--- config.mk ---
export PLATFORM = sky130hd
export DESIGN_NAME = hs_dpath_sfr_elastic
export DESIGN_NICKNAME = d
export VERILOG_FILES = /design/src/rtl/hs_dpath_pkg.sv /design/src/rtl/hs_dpath_sfr_elastic_stage.sv /design/src/rtl/hs_dpath_sfr_elastic.sv
export SDC_FILE = /design/constraint.sdc
export NUM_CORES = 1
export LEC_CHECK = 0
export ABC_AREA = 1
export CAP_MARGIN = 20
export CORE_AREA = 2 2 39 41
export DETAILED_ROUTE_END_ITERATION = 16
export DIE_AREA = 0 0 41 43
export DONT_BUFFER_PORTS = 1
export HOLD_SLACK_MARGIN = 0.02
export MAX_ROUTING_LAYER = met4
export SYNTH_ARGS = -nofsm -noshare
export SYNTH_HDL_FRONTEND = slang
export SYNTH_SLANG_ARGS = --single-unit
export TNS_END_PERCENT = 20
--- constraint.sdc ---
create_clock -name clk -period 1 [get_ports clk]
set_input_delay 0.05 -clock clk [delete_from_list [all_inputs] [get_ports clk]]
set_output_delay 0.05 -clock clk [all_outputs]
set_load 0.02 [all_outputs]
--- src/rtl/hs_dpath_pkg.sv ---
// Shared helpers for the hs_dpath family: occupancy width function and the
// common depth bound used by elastic datapath blocks.
package hs_dpath_pkg;

  localparam int HS_DPATH_MAX_DEPTH = 1024;

  function automatic int hs_cnt_w(int n);
    return $clog2(n + 1);
  endfunction

endpackage

--- src/rtl/hs_dpath_sfr_elastic_stage.sv ---
// One elastic stage: valid bit plus payload register, advancing on its enable.
// Data reset/flush is present only with HS_DPATH_SFR_ELASTIC_DATA_RST_EN defined.
module hs_dpath_sfr_elastic_stage #(
  parameter type      DATA_TYPE   = logic,
  parameter DATA_TYPE RESET_VALUE = DATA_TYPE'(1'b0)
) (
  input  logic     clk_i,
  input  logic     sresetn_i,
  input  logic     flush_i,
  input  logic     ce_i,
  input  logic     valid_i,
  input  DATA_TYPE data_i,
  output logic     valid_o,
  output DATA_TYPE data_o
);

  logic     valid_q, valid_d;
  DATA_TYPE data_q, data_d;

  always_comb begin
    valid_d = valid_q;
    if (flush_i) begin
      valid_d = 1'b0;
    end else if (ce_i) begin
      valid_d = valid_i;
    end
  end

  always_ff @(posedge clk_i) begin
    if (!sresetn_i) begin
      valid_q <= 1'b0;
    end else begin
      valid_q <= valid_d;
    end
  end

`ifdef HS_DPATH_SFR_ELASTIC_DATA_RST_EN
  always_comb begin
    data_d = data_q;
    if (flush_i) begin
      data_d = RESET_VALUE;
    end else if (ce_i && valid_i) begin
      data_d = data_i;
    end
  end

  always_ff @(posedge clk_i) begin
    if (!sresetn_i) begin
      data_q <= RESET_VALUE;
    end else begin
      data_q <= data_d;
    end
  end
`else
  // Payload loads only under an incoming valid; no reset term keeps it cheap.
  always_comb begin
    data_d = data_q;
    if (ce_i && valid_i) begin
      data_d = data_i;
    end
  end

  always_ff @(posedge clk_i) begin
    data_q <= data_d;
  end

  logic [$bits(DATA_TYPE)-1:0] reset_value_unused;
  assign reset_value_unused = RESET_VALUE;
`endif

  assign valid_o = valid_q;
  assign data_o  = data_q;

endmodule

--- src/rtl/hs_dpath_sfr_elastic.sv ---
// Elastic DEPTH-stage shift register with valid/ready flow control, taps and
// occupancy. Optional data reset via HS_DPATH_SFR_ELASTIC_DATA_RST_EN.
module hs_dpath_sfr_elastic
  import hs_dpath_pkg::*;
#(
  parameter type      DATA_TYPE   = logic,
  parameter DATA_TYPE RESET_VALUE = DATA_TYPE'(1'b0),
  parameter int       DEPTH       = 1,
  localparam int      CNT_W       = hs_cnt_w(DEPTH)
) (
  input  logic             clk,
  input  logic             sresetn,
  input  logic             flush,
  input  logic             s_valid,
  output logic             s_ready,
  input  DATA_TYPE         s_data,
  output logic             m_valid,
  input  logic             m_ready,
  output DATA_TYPE         m_data,
  output logic [DEPTH-1:0] tap_valid,
  output DATA_TYPE         tap_data [DEPTH],
  output logic [CNT_W-1:0] occupancy
);

  if (DEPTH < 1 || DEPTH > HS_DPATH_MAX_DEPTH) begin : g_depth_check
    $error("hs_dpath_sfr_elastic: DEPTH out of range 1..1024");
  end

  logic [DEPTH-1:0] rdy;
  logic [DEPTH-1:0] vin;
  DATA_TYPE         din [DEPTH];
  logic             s_hs, m_hs;
  logic [CNT_W-1:0] occ_q, occ_d;

  // A stage may advance if it is empty or everything downstream can move;
  // this is a deliberate combinational path across all stages.
  always_comb begin
    rdy            = '0;
    rdy[DEPTH-1]   = m_ready | ~tap_valid[DEPTH-1];
    for (int i = DEPTH - 2; i >= 0; i--) begin
      rdy[i] = rdy[i+1] | ~tap_valid[i];
    end
  end

  assign s_ready = rdy[0] & ~flush & sresetn;
  assign m_valid = tap_valid[DEPTH-1];
  assign m_data  = tap_data[DEPTH-1];
  assign s_hs    = s_valid & s_ready;
  assign m_hs    = m_valid & m_ready;

  for (genvar i = 0; i < DEPTH; i++) begin : g_stage
    if (i == 0) begin : g_head
      assign vin[i] = s_hs;
      assign din[i] = s_data;
    end else begin : g_body
      assign vin[i] = tap_valid[i-1];
      assign din[i] = tap_data[i-1];
    end

    hs_dpath_sfr_elastic_stage #(
      .DATA_TYPE  (DATA_TYPE),
      .RESET_VALUE(RESET_VALUE)
    ) u_stage (
      .clk_i    (clk),
      .sresetn_i(sresetn),
      .flush_i  (flush),
      .ce_i     (rdy[i]),
      .valid_i  (vin[i]),
      .data_i   (din[i]),
      .valid_o  (tap_valid[i]),
      .data_o   (tap_data[i])
    );
  end

  always_comb begin
    occ_d = occ_q;
    if (flush) begin
      occ_d = '0;
    end else if (s_hs && !m_hs) begin
      occ_d = occ_q + CNT_W'(1);
    end else if (!s_hs && m_hs) begin
      occ_d = occ_q - CNT_W'(1);
    end
  end

  always_ff @(posedge clk) begin
    if (!sresetn) begin
      occ_q <= '0;
    end else begin
      occ_q <= occ_d;
    end
  end

  assign occupancy = occ_q;

endmodule

==> results of run 1 <==
-- sequential cells by signal (all words and copies together) (netlist names) --
signal,flops
g_stage.u_stage.data_o,1
g_stage.u_stage.valid_o,1
occupancy,1
-- cell usage after synthesis, drive strengths merged --
library cell,count
nand3,3
buf,2
dfxtp,2
nor2,2
edfxtp,1
nand2,8
inv,7
a21oi,1
-- kinds of logic (layout without fill, tap and decap cells) --
| family | Yosys count | after routing |
|---|---|---|
| AND/OR/NAND/NOR | 13 | 13 |
| buffers and inverters | 9 | 19 |
| flip-flops | 3 | 3 |
| AO/OA/AOI/OAI | 1 | 1 |
-- power groups by stage --
stage                     clock, W  sequential [W]  combinational (W)
after global routing      0.000231        0.000137          0.0000655
after floorplan                  0        0.000142          0.0000258
after detailed placement         0        0.000140          0.0000375
final                     0.000219        0.000136          0.0000601
after global placement           0        0.000140          0.0000369
after CTS                 0.000224        0.000138          0.0000485
-- layout make-up --
class	count	area (um^2)
Fill cell	163	1080
Multi-Input combinational cell	14	80.1
Sequential cell	3	73.8
Timing Repair Buffer	8	73.8
Clock buffer	4	26.3
Inverter	7	26.3
Tap cell	16	20.0
-- worst max-delay path, cell delays in order, from the launching register on --
cell and delay [ns]:
dfxtp_4 0.36, inv_2 0.04, nor2_4 0.12, nor2_4 0.05, buf_6 0.12
-- how the worst min path moves through the flow --
stage / slack (ns) / endpoint / cells after the start
detailed placement: 0.15 / g_stage[0].u_stage.data_o$_DFFE_PP_ / 0
floorplan: 0.15 / g_stage[0].u_stage.data_o$_DFFE_PP_ / 0
finish: 0.02 / g_stage[0].u_stage.valid_o$_SDFFE_PP0P_ / 3
global route: 0.04 / g_stage[0].u_stage.valid_o$_SDFFE_PP0P_ / 3
global placement: 0.15 / g_stage[0].u_stage.data_o$_DFFE_PP_ / 0
CTS: -0.01 / g_stage[0].u_stage.valid_o$_SDFFE_PP0P_ / 3
-- per-layer routing --
layer / global-route usage, % / share of wire (%) / up-vias
met1: 3.21 / 32 / 76
met3: 0 / 5.5 / 4
met2: 7.81 / 56 / 6
met5: - / 0 / -
li1: - / - / 94
met4: 10.7 / 6.7 / 0
-- metrics by stage --
step           cell area [um^2]   TNS, ns  std cells  power [W]  util [%]
2_1_floorplan               180         0         26   0.000168         -
3_3_place_gp                208         0         43   0.000177      15.0
3_5_place_dp                208         0         43   0.000178      15.0
4_1_cts                     267         0         50   0.000410      19.3
5_1_grt                     300  -0.00990         52   0.000433      21.7
6_report                    300         0         52   0.000415      21.7
-- repair_timing --
action	4_1_cts	5_1_grt
buffers inserted	0	2
gates resized for setup	1	7
hold buffers	3	0
hold endpoints to repair	3	0
endpoints found under the setup margin	1	2
pin swaps	0	3
==> impl_metrics.py, run 1 <==
metrics = {
    "synthesis": {
        "synth-simple-area-share_pct": 35.0,
        "synth_top_area_share_pct": 22.4,
        "synth_area_leaders": "dfxtp_1, edfxtp_1, inv_1",
        "synth_area_um2": 179,
        "synth_top_family_by_area": "simple AND/OR/NAND/NOR gates",
        "synth_cell_types": 11,
        "ys_seq_elements": 3,
        "synth_top_cell_by_area": "dfxtp_1",
        "syn_avg_cell_area_um2": 6.88,
        "synth_mux_area_share_pct": 0,
        "yosys.area_share.adder_pct": 0,
        "synth_seq_area_share_pct": 39.2,
        "synth_compound_area_share_pct": 2.80,
        "postSynthCellCount": 26,
        "synth_nets": 32,
        "yosysWarningCount": 0,
        "synthXorXnorAreaFrac_pct": 0,
    },
    "power": {
        "p_leak_nw": 0.154,
        "power_frac_comb_pct": 14.5,
        "clockPowerShare_pct": 52.8,
        "power_density_mw_per_mm2": 1380,
        "p_sw_share_pct": 25.3,
        "ir_drop_uv": 212,
        "seq_power_share_pct": 32.7,
        "internal_power_w": 0.000310,
        "p_switching_w": 0.000105,
    },
    "sta": {
        "setup_viol": 0,
        "worst_hold_slack_ns": 0.0186,
        "period_minus_slack_ns": 0.978,
        "tightestPinTransition_ns": 0.377,
        "finalCritPeriodShare_pct": 97.8,
        "fin_skew_ns": 0.00567,
        "hold_violations": 0,
        "setup_slack_ns": 0.0216,
        "finalMaxSlewViolations": 0,
        "fmax_ghz": 1.02,
        "slew_headroom_pct": 74.9,
    },
    "critical_path": {
        "timing.rr.start": "g_stage[0].u_stage.valid_o$_SDFFE_PP0P_",
        "cp.required_ns": 0.95,
        "cp_max_fo": 5,
        "setup.worst_path.class": "flop to primary output",
        "r2r_slack_ns": 0.08,
        "worst_ep_arrival_time_ns": 0.93,
        "r2r_cells": 7,
        "startpoint": "g_stage[0].u_stage.valid_o$_SDFFE_PP0P_",
        "regToRegEndpoint": "occupancy$_SDFFE_PP0P_",
        "cp-start-kind": "flop",
        "end_kind": "primary output",
        "endpoint": "s_ready",
    },
    "global_route": {
        "overflow": 0,
        "grt_pass1_wl_um": 531,
        "grt_max_degree": 6,
        "grt_pass1_vias": 179,
        "grt_antenna_before_repair": 0,
        "grt_use_total_pct": 5.24,
    },
    "final_layout": {
        "nets": 43,
        "area_delta_synth_final_pct": 67.8,
        "diodes": 0,
        "final_cell_mix": "nand2_1, inv_1, buf_4",
        "final_common_cell": "nand2_1",
        "drive_above_1_share_pct": 41.7,
    },
    "floorplan": {
        "die_h_um": 43,
        "fp.dieW_um": 41,
        "dieArea_mm2": 0.00176,
        "core_mm2": 0.00138,
        "fp-row-count": 14,
        "initial_core_util_pct": 12.9,
        "ios": 12,
    },
    "cts": {
        "htreeDepth": 1,
        "clockRootBuffer": "clkbuf_4",
        "clockBufferDepth": 2,
        "clkSlewWorstSetupHoldPaths_ns": 0.04,
        "cts_tree": "done",
        "cts_buffers": 3,
        "clock_latency_ns": 0.24,
        "clock_sinks": 3,
    },
    "min_path": {
        "hp-start": "m_ready",
        "hold_path.class": "input pin to flop",
    },
    "routing": {
        "wl_um": 403,
        "drt_iter0_drc": 0,
        "dr.pass1.iters": 1,
        "drc": 0,
        "ant_nets": 0,
        "post_drt_wl_per_cell_um": 7.75,
        "via_per_inst": 3.46,
        "vias": 180,
    },
    "place": {
        "dp_hpwl_um": 287,
        "portBuffers": 0,
        "place_ws_ns": 0.113,
        "place_congestion": 0.631,
    },
    "run_status": {
        "run_status": "complete, no violations",
    },
    "run": {
        "maxCapViolCount": 0,
    },
}
No activity file was read; power rests on OpenSTA's default activity.
==> run 2, diff against run 1 <==
clock period = 0.8 ns   (was 1 ns; I/O delays follow)
==> run 2 against run 1 <==
The run now ends with negative setup slack left. Clock power up 21%. Register-to-register slack got worse by 0.18 ns. Sequential share of layout area down 1.2 points. Critical endpoint unchanged. Largest power group unchanged. Highest routed layer unchanged.
==> impl_metrics.py, run 2 (synthesized netlist as in run 1, its figures left out) <==
metrics = {
    "power": {
        "ir_drop_uv": 294,
        "power_density_mw_per_mm2": 1600,
        "p_leak_nw": 0.151,
    },
    "cts": {
        "clock_sinks": 3,
        "cts_buffers": 3,
        "clock_latency_ns": 0.23,
        "clkSlewWorstSetupHoldPaths_ns": 0.04,
        "cts_tree": "done",
        "clockRootBuffer": "clkbuf_4",
        "htreeDepth": 1,
        "clockBufferDepth": 2,
    },
    "floorplan": {
        "fp.dieW_um": 41,
        "initial_core_util_pct": 12.9,
        "die_h_um": 43,
        "core_mm2": 0.00138,
        "fp-row-count": 14,
        "dieArea_mm2": 0.00176,
        "ios": 12,
    },
    "sta": {
        "fmax_ghz": 1.09,
        "slew_headroom_pct": 75.1,
        "grt_setup_unrepaired": "yes",
        "finalMaxSlewViolations": 0,
        "finalCritPeriodShare_pct": 115,
        "setup_viol": 8,
        "hold_violations": 0,
        "setup_slack_ns": -0.121,
        "period_minus_slack_ns": 0.921,
        "fin_tns_setup_ns": -0.523,
        "fin_skew_ns": 0.000365,
        "tightestPinTransition_ns": 0.374,
    },
    "place": {
        "dp_hpwl_um": 281,
        "dpl_cell_area_um2": 225,
        "portBuffers": 0,
        "place_congestion": 0.593,
        "placed_cells": 44,
    },
    "critical_path": {
        "end_kind": "primary output",
        "timing.rr.start": "g_stage[0].u_stage.valid_o$_SDFFE_PP0P_",
        "setup.worst_path.class": "flop to primary output",
        "worst_ep_arrival_time_ns": 0.88,
        "cp_max_fo": 4,
        "cp-start-kind": "flop",
        "startpoint": "g_stage[0].u_stage.valid_o$_SDFFE_PP0P_",
        "cp.required_ns": 0.76,
    },
    "global_route": {
        "grt_use_total_pct": 6.18,
        "overflow": 0,
        "grt_antenna_before_repair": 0,
        "grt_pass1_wl_um": 579,
        "grt_max_degree": 5,
        "grt_pass1_vias": 180,
    },
    "run_status": {
        "failed_checks": "negative setup slack",
        "run_status": "finished with violations",
    },
    "routing": {
        "post_drt_wl_per_cell_um": 7.33,
        "ant_nets": 0,
        "vias": 171,
        "wl_um": 381,
        "via_per_inst": 3.29,
        "drc": 0,
        "dr.pass1.iters": 2,
        "drt_iter0_drc": 3,
    },
    "min_path": {
        "hp-start": "m_ready",
        "hold_path.class": "input pin to flop",
    },
    "final_layout": {
        "design_area_um2": 322,
        "diodes": 0,
        "drive_above_1_share_pct": 47.2,
        "instances_no_fill": 52,
        "area_delta_synth_final_pct": 79.7,
        "final_cell_mix": "inv_1, nand2_1, buf_6",
        "nets": 43,
    },
    "run": {
        "maxCapViolCount": 0,
    },
}
## run 2: cell count changes in the layout (fill, tap and decap cells not counted), sizes merged
| cell | before | now |
|---|---|---|
| dlymetal6s4s | 1 | 0 |
| dlygate4sd3 | 2 | 3 |
## run 2: metal layers
metal | up-vias | routed length (um) | track usage (%)
met3 | 2 | 19 | 3.14
met5 | - | 0 | -
met1 | 70 | 137 | 3.55
li1 | 94 | - | -
met2 | 5 | 218 | 7.50
met4 | 0 | 6 | 12.7
## run 2: final cells by class
| cell class | count | area (um^2) |
|---|---|---|
| repair buffers | 8 | 86.3 |
| multi-input cells | 14 | 87.6 |
| fillers | 157 | 1060 |
| inverters | 7 | 26.3 |
| clock buffers | 4 | 26.3 |
| well taps | 16 | 20.0 |
| flip-flops and latches | 3 | 75.1 |
## run 2: final timing paths
kind	end	slack, ns	cells after the start
worst min register to register	g_stage[0].u_stage.valid_o$_SDFFE_PP0P_	0.55	2
worst max register to register	g_stage[0].u_stage.data_o$_DFFE_PP_	-0.10	3
worst min-delay path	g_stage[0].u_stage.valid_o$_SDFFE_PP0P_	0.02	3
worst max-delay path	s_ready	-0.12	4
## run 2: power by group
group          leakage (nW)  switching [W]  internal [W]
registers            0.0267     0.00000824      0.000163
logic                 0.109      0.0000372     0.0000418
clock network        0.0150      0.0000776      0.000187
total                 0.151       0.000123      0.000391
## run 2: worst max-delay path, stage by stage (launching register included)
cell and delay, ns:
dfxtp_4 0.36, inv_2 0.04, nor2_4 0.09, nor2_4 0.04
buf_6 0.12
## run 2: through the flow
stage	total power (W)	hold slack, ns	util [%]	setup WS [ns]
after floorplan	0.000210	0.139	-	-0.0951
after global placement	0.000225	0.139	16.3	-0.0918
after detailed placement	0.000226	0.139	16.3	-0.0966
after CTS	0.000528	0.00468	22.4	-0.151
after global routing	0.000552	0.0401	23.2	-0.163
final	0.000514	0.0169	23.2	-0.121
## run 2: what timing repair did
item,in CTS,in global routing
endpoints found under the hold margin,3,0
endpoints found under the setup margin,8,9
hold buffers,3,0
setup buffers,1,0
resized for setup,6,3
pin swaps,2,3
